===== config.mk =====
export PLATFORM = sky130hd
export DESIGN_NAME = pc_gen
export DESIGN_NICKNAME = d
export VERILOG_FILES = /design/src/rtl/pc_gen.sv
export SDC_FILE = /design/constraint.sdc
export NUM_CORES = 1
export LEC_CHECK = 0
export BUFFER_PORTS_ARGS = -buffer_cell sky130_fd_sc_hd__buf_4
export CAP_MARGIN = 20
export CORE_ASPECT_RATIO = 1.1
export CORE_MARGIN = 5
export CORE_UTILIZATION = 45
export DETAILED_ROUTE_END_ITERATION = 7
export PLACE_DENSITY = 0.7
export SLEW_MARGIN = 20
export SYNTH_ARGS = -nofsm -noshare
export SYNTH_HDL_FRONTEND = slang
export SYNTH_SLANG_ARGS = --single-unit
export TNS_END_PERCENT = 10

===== constraint.sdc =====
create_clock -name clk -period 3.8 [get_ports clk]
set_input_delay 0.38 -clock clk [delete_from_list [all_inputs] [get_ports clk]]
set_output_delay 0.38 -clock clk [all_outputs]
set_load 0.01 [all_outputs]

===== src/rtl/pc_gen.sv =====
// pc_gen: next-PC generator in front of a 1-cycle-latency instruction BRAM.
// Tracks the PC of the word currently on `inst`, predicts statically on that
// word (JAL taken, backward branch taken, return via RAS) and presents it to
// decode with zero-bubble redirection. A backend redirect overrides everything.
//
// Handshake toward decode: id_valid qualifies id_pc/id_pred_*/inst. When
// id_valid & stall, the word is held and all id_* outputs stay stable. The word
// is consumed on a cycle with id_valid & ~stall, and only then does the RAS move.
module pc_gen #(
    parameter logic [31:0] RESET_PC  = 32'h0000_0000,
    parameter int          RAS_DEPTH = 4,
    parameter bit          BTFN_EN   = 1'b1
) (
    input  logic        clk,
    input  logic        rst_n,
    input  logic        stall,
    input  logic        redirect_valid,
    input  logic [31:0] redirect_pc,
    input  logic [31:0] inst,
    output logic [31:0] pc,
    output logic        id_valid,
    output logic [31:0] id_pc,
    output logic        id_pred_taken,
    output logic [31:0] id_pred_target,
    output logic        dbg_run
);

    localparam int PW = $clog2(RAS_DEPTH);
    localparam logic [PW:0] RAS_FULL = (PW+1)'(RAS_DEPTH);

    typedef enum logic {ST_BOOT = 1'b0, ST_RUN = 1'b1} st_e;

    st_e           r_st;
    st_e           w_st_next;
    logic [31:0]   r_fpc;
    logic          r_vld;
    logic [31:0]   r_ras_mem [RAS_DEPTH];
    logic [PW-1:0] r_ras_top;
    logic [PW:0]   r_ras_cnt;

    logic [6:0]    w_op;
    logic [4:0]    w_rd;
    logic [4:0]    w_rs1;
    logic          w_is_jal;
    logic          w_is_jalr;
    logic          w_is_br;
    logic          w_rd_link;
    logic          w_rs1_link;
    logic [31:0]   w_j_imm;
    logic [31:0]   w_b_imm;
    logic [31:0]   w_fpc_plus4;
    logic          w_ret;
    logic          w_push;
    logic          w_swap;
    logic          w_consume;
    logic          w_hold;
    logic          w_pred_taken;
    logic [31:0]   w_pred_target;
    logic          w_unused;

    // Decode of the returned word; only meaningful while r_vld is set
    assign w_op        = inst[6:0];
    assign w_rd        = inst[11:7];
    assign w_rs1       = inst[19:15];
    assign w_is_jal    = r_vld & (w_op == 7'b1101111);
    assign w_is_jalr   = r_vld & (w_op == 7'b1100111);
    assign w_is_br     = r_vld & (w_op == 7'b1100011);
    assign w_rd_link   = (w_rd == 5'd1) | (w_rd == 5'd5);
    assign w_rs1_link  = (w_rs1 == 5'd1) | (w_rs1 == 5'd5);
    assign w_j_imm     = {{12{inst[31]}}, inst[19:12], inst[20], inst[30:21], 1'b0};
    assign w_b_imm     = {{20{inst[31]}}, inst[7], inst[30:25], inst[11:8], 1'b0};
    assign w_fpc_plus4 = r_fpc + 32'd4;

    // A return pops only when the stack holds something; a link-to-link JALR
    // with different registers replaces the top entry instead of push+pop.
    assign w_ret   = w_is_jalr & (w_rd == 5'd0) & w_rs1_link & (r_ras_cnt != '0);
    assign w_push  = (w_is_jal | w_is_jalr) & w_rd_link;
    assign w_swap  = w_is_jalr & w_rd_link & w_rs1_link & (w_rd != w_rs1);

    // redirect targets are word aligned; the low bits are deliberately dropped
    assign w_unused = ^redirect_pc[1:0];

    // Static prediction on the current word
    always_comb begin
        w_pred_taken  = 1'b0;
        w_pred_target = w_fpc_plus4;
        if (w_is_jal) begin
            w_pred_taken  = 1'b1;
            w_pred_target = r_fpc + w_j_imm;
        end else if (w_is_br && BTFN_EN && inst[31]) begin
            w_pred_taken  = 1'b1;
            w_pred_target = r_fpc + w_b_imm;
        end else if (w_ret) begin
            w_pred_taken  = 1'b1;
            w_pred_target = r_ras_mem[r_ras_top];
        end
    end

    // FSM state register
    always_ff @(posedge clk) begin
        if (!rst_n) r_st <= ST_BOOT;
        else        r_st <= w_st_next;
    end

    // FSM next state: any redirect or the boot fetch moves to RUN
    always_comb begin
        w_st_next = r_st;
        if (redirect_valid || r_st == ST_BOOT) w_st_next = ST_RUN;
    end

    // FSM outputs: fetch address mux and decode qualification
    always_comb begin
        w_hold = 1'b0;
        pc     = w_pred_target;
        if (redirect_valid) begin
            pc = {redirect_pc[31:2], 2'b00};
        end else if (r_st == ST_BOOT) begin
            pc = RESET_PC;
        end else if (stall && r_vld) begin
            pc     = r_fpc;
            w_hold = 1'b1;
        end
        id_valid = r_vld & ~redirect_valid & (r_st == ST_RUN);
    end

    assign w_consume      = id_valid & ~stall;
    assign id_pc          = r_fpc;
    assign id_pred_taken  = w_pred_taken;
    assign id_pred_target = w_pred_target;
    assign dbg_run        = (r_st == ST_RUN);

    // Remember which address the next BRAM word belongs to
    always_ff @(posedge clk) begin
        if (!rst_n) begin
            r_fpc <= RESET_PC;
            r_vld <= 1'b0;
        end else if (!w_hold) begin
            r_fpc <= pc;
            r_vld <= 1'b1;
        end
    end

    // RAS pointer and occupancy; a full push wraps and drops the oldest entry
    always_ff @(posedge clk) begin
        if (!rst_n) begin
            r_ras_top <= '0;
            r_ras_cnt <= '0;
        end else if (w_consume) begin
            if (w_swap) begin
                r_ras_top <= r_ras_top;
            end else if (w_push) begin
                r_ras_top <= r_ras_top + 1'b1;
                if (r_ras_cnt != RAS_FULL) r_ras_cnt <= r_ras_cnt + 1'b1;
            end else if (w_ret) begin
                r_ras_top <= r_ras_top - 1'b1;
                r_ras_cnt <= r_ras_cnt - 1'b1;
            end
        end
    end

    // RAS storage: swap rewrites the top, push writes the slot above it
    always_ff @(posedge clk) begin
        if (rst_n && w_consume) begin
            if (w_swap)      r_ras_mem[r_ras_top]        <= w_fpc_plus4;
            else if (w_push) r_ras_mem[r_ras_top + 1'b1] <= w_fpc_plus4;
        end
    end

endmodule


==> results of run 1 <==
[state kept, by name, summed over array words and instances, names as in the netlist, named ones only]
register and flops:
r_vld 1, dbg_run 1, r_ras_mem 128, id_pc 32
r_ras_top 2, r_ras_cnt 3
[layer usage]
layer  vias up  track usage (%)
met1      4887             36.4
met4         0             8.68
met5         -                0
li1       4556                -
met3        58             3.70
met2       487             42.9
[metrics by stage]
stage | utilization, % | setup TNS (ps) | total power [uW] | hold WS (ps)
final | 56.8 | 0 | 4770 | 244
after global routing | 56.8 | -347 | 4940 | 253
after CTS | 56.1 | -10.9 | 4750 | 237
after detailed placement | 52.9 | 0 | 2910 | 501
after global placement | 52.9 | 0 | 2900 | 489
after floorplan | - | 0 | 2560 | 470
[what timing repair did]
item / 4_1_cts / 5_1_grt
setup buffers: 9 / 5
endpoints found under the hold margin: 0 / 0
resized for setup: 21 / 32
pin swaps: 7 / 13
gates cloned: 0 / 0
endpoints found under the setup margin: 20 / 22
[cell families (layout without fill, tap and decap cells)]
logic type | Yosys count | count (layout) | synth area share [%]
flops | 169 | 169 | 42.0
xor+xnor | 66 | 66 | 5.20
simple gates | 315 | 315 | 14.0
buf+inv | 100 | 309 | 4.52
compound gates | 340 | 340 | 21.3
fa+ha+maj | 47 | 47 | 5.49
mux | 44 | 44 | 7.56
[tightest hold or removal path: stages]
cell	delay [ps]
buf_4	110
nand2_1	70
a31oi_1	70
[worst max path at each step]
stage,endpoint,depth (start not counted)
floorplan,r_ras_mem[0][0]$_DFFE_PP_,5
global placement,pc[13],14
detailed placement,pc[13],14
CTS,pc[24],11
global route,pc[13],14
finish,pc[30],10
[cell type report]
type	instances	area (sq um)	area share [%]
flip-flops and latches	169	4680	33.7
clock inverters	13	184	1.33
repair buffers	246	1880	13.6
multi-input cells	812	6180	44.6
inverters	31	116	0.839
well taps	310	388	2.80
clock buffers	19	433	3.12
[synth_stat cells, types with 7 or more instances]
cell type	count	area (sq um)
a211oi_1	8	60.1
a22oi_1	19	143
o21a_1	10	75.1
o211ai_1	8	60.1
nand3_1	35	175
nor2_1	66	248
dfxtp_1	41	821
inv_1	31	116
clkbuf_8	8	110
a22o_1	12	105
or3_1	7	43.8
mux4_2	32	721
nor3_1	21	105
ha_1	44	551
o221ai_1	8	70.1
xor2_1	22	193
a21oi_1	82	410
xnor2_1	44	385
nand4_1	22	138
nand2_1	97	364
buf_2	11	55.1
a221o_1	11	110
o211a_1	7	70.1
clkbuf_1	42	158
and2_1	20	125
and3_1	12	75.1
o21ai_0	49	245
a21o_1	33	248
a31oi_1	13	81.3
edfxtp_1	128	3840
o22ai_1	15	93.8
mux2i_1	12	120
[power groups by stage]
stage / Combinational [uW] / Clock (uW) / Sequential [uW]
final: 895 / 1850 / 2030
after global routing: 962 / 1940 / 2030
after CTS: 861 / 1860 / 2030
after detailed placement: 837 / 0 / 2070
after global placement: 829 / 0 / 2070
after floorplan: 488 / 0 / 2070
==> results.toml, run 1 <==
[run_status]
status = "completed"

[global_route]
grt_usage_pct = 26.3
grt-ovfl-total = 0
grt_max_degree = 33
grt_pass1_wl_microns = 57200
antenna_found_initial = 0
first_global_vias = 9770

[cells_and_area]
final_area_sq_mm = 0.0139
stdcell_count = 1600
diodes = 0
layout.nets = 1392
drive_gt1_share_pct = 29.2
layout_commonest_cell = "buf_4"
fill_cells = 2065
mostFrequentLayoutCells = "buf_4, edfxtp_1, nand2_1, a21oi_1, nor2_1"
area_growth_pct = 24.7

[route]
drt-total-wl_microns = 37700
vias_per_cell = 6.24
vias = 9988
dr.pass1.iters = 8
highest_layer = "met4"
dr.first_iter.drc_count = 1216
dr_wl_met2_microns = 17900
postRouteAntennaNets = 0
met3_length_microns = 2700
wl_per_cell_microns = 23.5
met1_length_microns = 16000
drc = 0

[worst_setup_path]
crit_path_cell_trace = "ha_1 -> a21oi_1 -> o21ai_0 -> or3_1 -> nand3_1 -> o21ai_0 -> xnor2_1 -> a211oi_1 -> or2_1 -> buf_4"
cp_slowest_stage_delay_ps = 460
cp_data_arrival_time_ps = 3390
required_ps = 3420
reg2reg_from = "id_pc[1]$_SDFFE_PN0N_"
reg2regPathDepth = 19
timing.rr.end = "id_pc[13]$_SDFFE_PN0N_"
critPathLaunch = "id_pc[20]$_SDFFE_PN0N_"
ff2ff_setup_slack_ps = 320
cp-end-kind = "primary output"
path_max_fanout = 8
crit_top_cell = "o21ai_0"
cp_num_buf_inv = 1
crit_slowest_cell = "dfxtp_1"
path_class = "reg2out"
start_kind = "register"
critPathTopFamily = "compound AO/OA/AOI/OAI gates"

[synth]
synth_fp_nets = 1196
synth_seq_cells = 169
synth_edf_count = 128
synth_ff_type = "edfxtp_1"
syn_inst = 1081
synth_area_sq_mm = 0.0111
synth_warnings = 0
avgSynthCellArea_sq_um = 10.3
async_flop_share_pct = 0
ys_types = 82
ys_seq_area_share_pct = 42.0

[placement]
place_inst = 1554
dp_hpwl_microns = 28300
postPlaceCellArea_sq_mm = 0.0129
pre_cts_slack_ps = 81.8
routabilityCongestion = 0.957
io_buffer_count = 164

[pwr]
ir_worst_vdd_mv = 0.306
seqPwrFrac_pct = 42.6
p_switching_uw = 1330
p_comb_share_pct = 18.8
powerDensity_mw_per_mm2 = 344
p_int_uw = 3450
leakage_uw = 0.00563
netSwitchingFraction_pct = 27.8
power_frac_clock_pct = 38.7

[timing]
max_freq_mhz = 265
timing.final.crit_share_pct = 99.2
setup_slack_ps = 30.4
worstMarginPinSlew_ps = 986
post-route-min-period_ps = 3770
setup_viol = 0
fin_worst_skew_ps = 17.6
rsz0062_at_grt = "true"
relSlewSlack_pct = 34.2
final-max-slew-violation-count = 0
hold_viol = 0

[cts]
numClockSinks = 169
clkTransAtPathRegs_ps = 80
root_buffer = "clkbuf_16"
cts_hold_buf = 0
htree_levels = 4
cts_tree = "done"
ctsLongestPathBuffers = 2
cts_buffers = 17
worstSkewPairLatency_ps = 440

[floorplanning]
fp.dieW_microns = 160
core-area_sq_mm = 0.0244
io_pins = 167
initial_core_util_pct = 45.6
die-area_sq_mm = 0.0280
row_count = 60
die_h_microns = 175

[worst_hold_path]
hold_end = "id_pc[27]$_SDFFE_PN0N_"
worstHoldStart = "redirect_pc[27]"
worstHoldPathCells = 3
hold_class = "in2reg"

[flow_run]
max_cap_viol_count = 0
Power figures use the tool's default switching activity.
==> inputs of run 2 (changes only) <==
==> constraint.sdc (replaced) <==
create_clock -name clk -period 4.65 [get_ports clk]
set_input_delay 0.465 -clock clk [delete_from_list [all_inputs] [get_ports clk]]
set_output_delay 0.465 -clock clk [all_outputs]
set_load 0.05 [all_outputs]
==> run 2 against run 1 <==
Net effect:
- global-route usage fell by 0.83 points
- clock power fell by 26%
- first-iteration DRC count is 12% lower
- critical path type unchanged
- largest cell class unchanged
==> results.toml, run 2 (same netlist as run 1, synthesis figures left out) <==
[timing]
fin_tns_setup_ps = 0
setup_viol = 0
relSlewSlack_pct = 37.0
hold_viol = 0
final-max-slew-violation-count = 0
rsz0062_at_grt = "false"
fin_worst_skew_ps = 15.0
post-route-min-period_ps = 4470
timing.final.crit_share_pct = 96.1
worstMarginPinSlew_ps = 944
max_freq_mhz = 224

[cts]
cts_setup_buffers = 0
clkTransAtPathRegs_ps = 80
worstSkewPairLatency_ps = 440
root_buffer = "clkbuf_16"
cts_resized = 0
numClockSinks = 169
cts_hold_buf = 0
ctsLongestPathBuffers = 2
cts_buffers = 17
cts_tree = "done"
htree_levels = 4

[flow_run]
max_cap_viol_count = 0

[cells_and_area]
layout.nets = 1339
layout_commonest_cell = "buf_4"
area_growth_pct = 18.5
top_register = "r_ras_mem"
diodes = 0
fin_util_pct = 54.0
mostFrequentLayoutCells = "buf_4, edfxtp_1, nand2_1, a21oi_1, nor2_1"
largest_register_ffs = 128
drive_gt1_share_pct = 23.1
final_area_sq_mm = 0.0132

[route]
drt-total-wl_microns = 36600
wl_per_cell_microns = 23.7
drc = 0
postRouteAntennaNets = 0
dr.pass1.iters = 8
vias_per_cell = 6.33
dr.first_iter.drc_count = 1071
vias = 9800

[global_route]
grt-ovfl-total = 0
grt_max_degree = 33
met3_usage_pct = 3.00
gr-usage-met1_pct = 35.8
top_usage_layer = "met2"
grt_usage_pct = 25.5
antenna_found_initial = 0
grt_pass1_wl_microns = 55200
grt_use_met2_pct = 41.3
first_global_vias = 9249

[worst_setup_path]
path_max_fanout = 7
cp-end-kind = "primary output"
critPathTopFamily = "compound AO/OA/AOI/OAI gates"
crit_path_cell_trace = "ha_1 -> fa_1 -> a21o_1 -> a221oi_4 -> o211ai_1 -> a211o_1 -> a21oi_1 -> o21ai_0 -> a22oi_1 -> o21ai_0 -> o21ai_0 -> buf_4"
crit_top_cell = "o21ai_0"
path_class = "reg2out"
cp_num_buf_inv = 1
cp_slowest_stage_delay_ps = 410
worstSetupPathDepth = 12
start_kind = "register"
cp_data_arrival_time_ps = 4000
reg2regPathDepth = 11
required_ps = 4180
crit_slowest_cell = "fa_1"

[floorplanning]
die-area_sq_mm = 0.0280
die_h_microns = 175
fp.dieW_microns = 160
row_count = 60
core-area_sq_mm = 0.0244
io_pins = 167
initial_core_util_pct = 45.6

[placement]
postPlaceCellArea_sq_mm = 0.0126
routabilityCongestion = 0.932
dp_hpwl_microns = 27400
io_buffer_count = 164

[pwr]
leakage_uw = 0.00529
totalPowerFinal_uw = 3860
ir_worst_vdd_mv = 0.261
powerDensity_mw_per_mm2 = 293

[run_status]
status = "completed"

[worst_hold_path]
hold_class = "in2reg"
worstHoldPathCells = 3
-- run 2: cell types whose count changed in the layout (fill, tap and decap cells not counted), sizes merged --
cell      change
clkbuf        -2
buf          -53
inv           -1
clkinvlp      +2
bufinv        -3
clkinv        +4
-- run 2: final timing paths --
| kind | start | endpoint | slack [ps] |
|---|---|---|---|
| worst max-delay path | id_pc[1]$_SDFFE_PN0N_ | pc[23] | 180 |
| worst min-delay path | redirect_pc[18] | id_pc[18]$_SDFFE_PN0N_ | 320 |
| worst max register to register | id_pc[1]$_SDFFE_PN0N_ | id_pc[31]$_SDFFE_PN0N_ | 1160 |
| worst min register to register | r_ras_cnt[2]$_SDFFE_PN0P_ | r_ras_cnt[2]$_SDFFE_PN0P_ | 530 |
-- run 2: cell type report --
type | instances | area (sq um)
multi-input combinational | 812 | 5970
sequential | 169 | 4670
clock inverter | 15 | 143
inverter | 31 | 116
fill | 2109 | 11200
tap | 310 | 388
clock buffer | 17 | 425
timing repair buffer | 193 | 1460
-- run 2: worst reg2reg max path, cell delays in order (launching register included) --
cell and delay [ps]:
dfxtp_1 390, ha_1 250, fa_1 410, a21o_1 240, a221oi_4 400, o211ai_1 230, a211o_1 350, a21oi_1 300
mux2i_1 260, a2bb2oi_1 300, a21o_1 180, and2_1 110
-- run 2: per-stage QoR --
stage / cells / setup slack, ps / hold slack [ps]
2_1_floorplan: 1081 / 141 / 471
3_3_place_gp: 1515 / 550 / 492
3_5_place_dp: 1515 / 517 / 508
4_1_cts: 1547 / 240 / 314
5_1_grt: 1547 / 55.8 / 334
6_report: 1547 / 181 / 322
-- run 2: power breakdown --
part	internal (uW)	switching, uW
Combinational	283	538
Sequential	1630	35.0
Clock	706	663
Total	2620	1240
-- run 2: routing by layer --
layer	vias up	part of all wire (%)
met4	0	3.0
met5	-	0
met2	464	47
li1	4463	-
met3	67	6.8
met1	4806	43
==> inputs of run 3 (changes only) <==
SETUP_SLACK_MARGIN = 0.3   (was not set)
==> run 3 against run 2 <==
Net effect:
- non-clock buffer count down 2
- combinational power about the same
- worst hold slack better by 16 ps
- sequential power hardly changed
- clock power grew 13%
- sequential share of layout area shrank 0.19 points
==> results.toml, run 3 (same netlist as run 1, synthesis figures left out) <==
[run_status]
status = "completed"

[worst_setup_path]
crit_slowest_cell = "dfxtp_1"
ff2ff_setup_slack_ps = 1330
cp-end-kind = "primary output"
required_ps = 4180
path_class = "reg2out"
start_kind = "register"
crit_path_cell_trace = "ha_1 -> a21o_1 -> a31o_2 -> o21ai_0 -> a2111o_1 -> o21ai_0 -> mux2i_1 -> o211ai_1 -> o21ai_0 -> nand3_1 -> buf_4"
reg2reg_from = "id_pc[5]$_SDFFE_PN0N_"
crit_top_cell = "o21ai_0"
path_max_fanout = 10
timing.rr.end = "id_pc[24]$_SDFFE_PN0N_"
reg2regPathDepth = 10
cp_data_arrival_time_ps = 3780
cp_slowest_stage_delay_ps = 600

[worst_hold_path]
worstHoldStart = "redirect_pc[18]"
hold_class = "in2reg"
hold_end = "id_pc[18]$_SDFFE_PN0N_"
worstHoldPathCells = 3

[pwr]
p_int_uw = 2830
seqPwrFrac_pct = 41.3
leakage_uw = 0.00532
netSwitchingFraction_pct = 29.9
powerDensity_mw_per_mm2 = 305
power_frac_clock_pct = 38.4
p_comb_share_pct = 20.3
ir_worst_vdd_mv = 0.225
p_switching_uw = 1210

[cells_and_area]
mostFrequentLayoutCells = "buf_4, edfxtp_1, nand2_1, a21oi_1, nor2_1"
stdcell_count = 1545
drive_gt1_share_pct = 23.2
fill_cells = 2121
area_growth_pct = 19.1
diodes = 0
layout_commonest_cell = "buf_4"
layout.nets = 1337
largest_register_ffs = 128
top_register = "r_ras_mem"

[timing]
rsz0062_at_grt = "true"
post-route-min-period_ps = 4250
relSlewSlack_pct = 37.3
final-max-slew-violation-count = 0
fin_worst_skew_ps = 14.6
hold_viol = 0
setup_viol = 0
timing.final.crit_share_pct = 91.4
fin_tns_setup_ps = 0
worstMarginPinSlew_ps = 939
max_freq_mhz = 235

[global_route]
grt_pass1_wl_microns = 54600
antenna_found_initial = 0
grt_max_degree = 35
grt_usage_pct = 25.0
first_global_vias = 9162
grt-ovfl-total = 0

[floorplanning]
core-area_sq_mm = 0.0244
row_count = 60
initial_core_util_pct = 45.6
io_pins = 167
fp.dieW_microns = 160
die-area_sq_mm = 0.0280
die_h_microns = 175

[placement]
dp_hpwl_microns = 27100
io_buffer_count = 164
routabilityCongestion = 0.961
place_inst = 1513

[cts]
cts_tree = "done"
clkTransAtPathRegs_ps = 70
ctsLongestPathBuffers = 2
cts_buffers = 17
htree_levels = 4
worstSkewPairLatency_ps = 430
root_buffer = "clkbuf_16"
numClockSinks = 169
cts_setup_buffers = 0

[route]
dr.first_iter.drc_count = 1085
vias_per_cell = 6.29
drt-total-wl_microns = 36200
vias = 9713
dr.pass1.iters = 6
drc = 0
wl_per_cell_microns = 23.5
postRouteAntennaNets = 0

[flow_run]
max_cap_viol_count = 0
[run 3: cell type report]
class                   instances  area [sq um]  area share [%]
clock buffers                  18           429            3.24
clock inverters                14           210            1.59
inverters                      31           116           0.879
multi-input cells             812          5990            45.2
flip-flops and latches        169          4670            35.2
well taps                     310           388            2.93
repair buffers                191          1450            10.9
[run 3: power by group through the flow]
| stage | sequential, uW | combinational (uW) | clock, uW |
|---|---|---|---|
| 2_1_floorplan | 1730 | 507 | 0 |
| 3_3_place_gp | 1700 | 800 | 0 |
| 3_5_place_dp | 1700 | 806 | 0 |
| 4_1_cts | 1670 | 809 | 1560 |
| 5_1_grt | 1670 | 872 | 1630 |
| 6_report | 1670 | 820 | 1550 |
[run 3: what timing repair did]
item | CTS | global route
endpoints found under the setup margin | 0 | 14
hold buffers | 0 | 0
gates resized for setup | 0 | 2
[run 3: layer usage]
layer,global-route usage (%),share of wire [%]
met2,41.5,48
met1,35.1,43
met3,2.62,7.2
met4,7.24,2.3
met5,0,0
[run 3: worst max-delay path by stage]
stage	startpoint	endpoint	slack (ps)	depth (start not counted)
after global placement	inst[16]	pc[8]	700	10
after detailed placement	inst[16]	pc[8]	680	10
after CTS	id_pc[1]$_SDFFE_PN0N_	pc[25]	380	13
after global routing	id_pc[1]$_SDFFE_PN0N_	pc[23]	150	12
final	id_pc[5]$_SDFFE_PN0N_	pc[24]	400	11
after floorplan	id_pc[5]$_SDFFE_PN0N_	pc[19]	220	10
[run 3: per-stage QoR]
stage	worst slack, ps	cell area, sq um	util (%)	hold WS [ps]	power (uW)
finish	400	13200	54.3	338	4040
global placement	699	12600	51.6	489	2500
global route	153	13200	54.3	341	4170
CTS	384	13200	54.2	329	4040
detailed placement	675	12600	51.6	505	2510
floorplan	216	11100	-	471	2240
[run 3: worst max-delay path: cells and delay by family, from the launching register on]
| family | cells | cell delay (ps) |
|---|---|---|
| buffers and inverters | 1 | 210 |
| AND/OR/NAND/NOR | 1 | 120 |
| flip-flops | 1 | 600 |
| multiplexers | 1 | 340 |
| adder cells (fa/ha/maj) | 1 | 420 |
| AO/OA/AOI/OAI | 7 | 1660 |
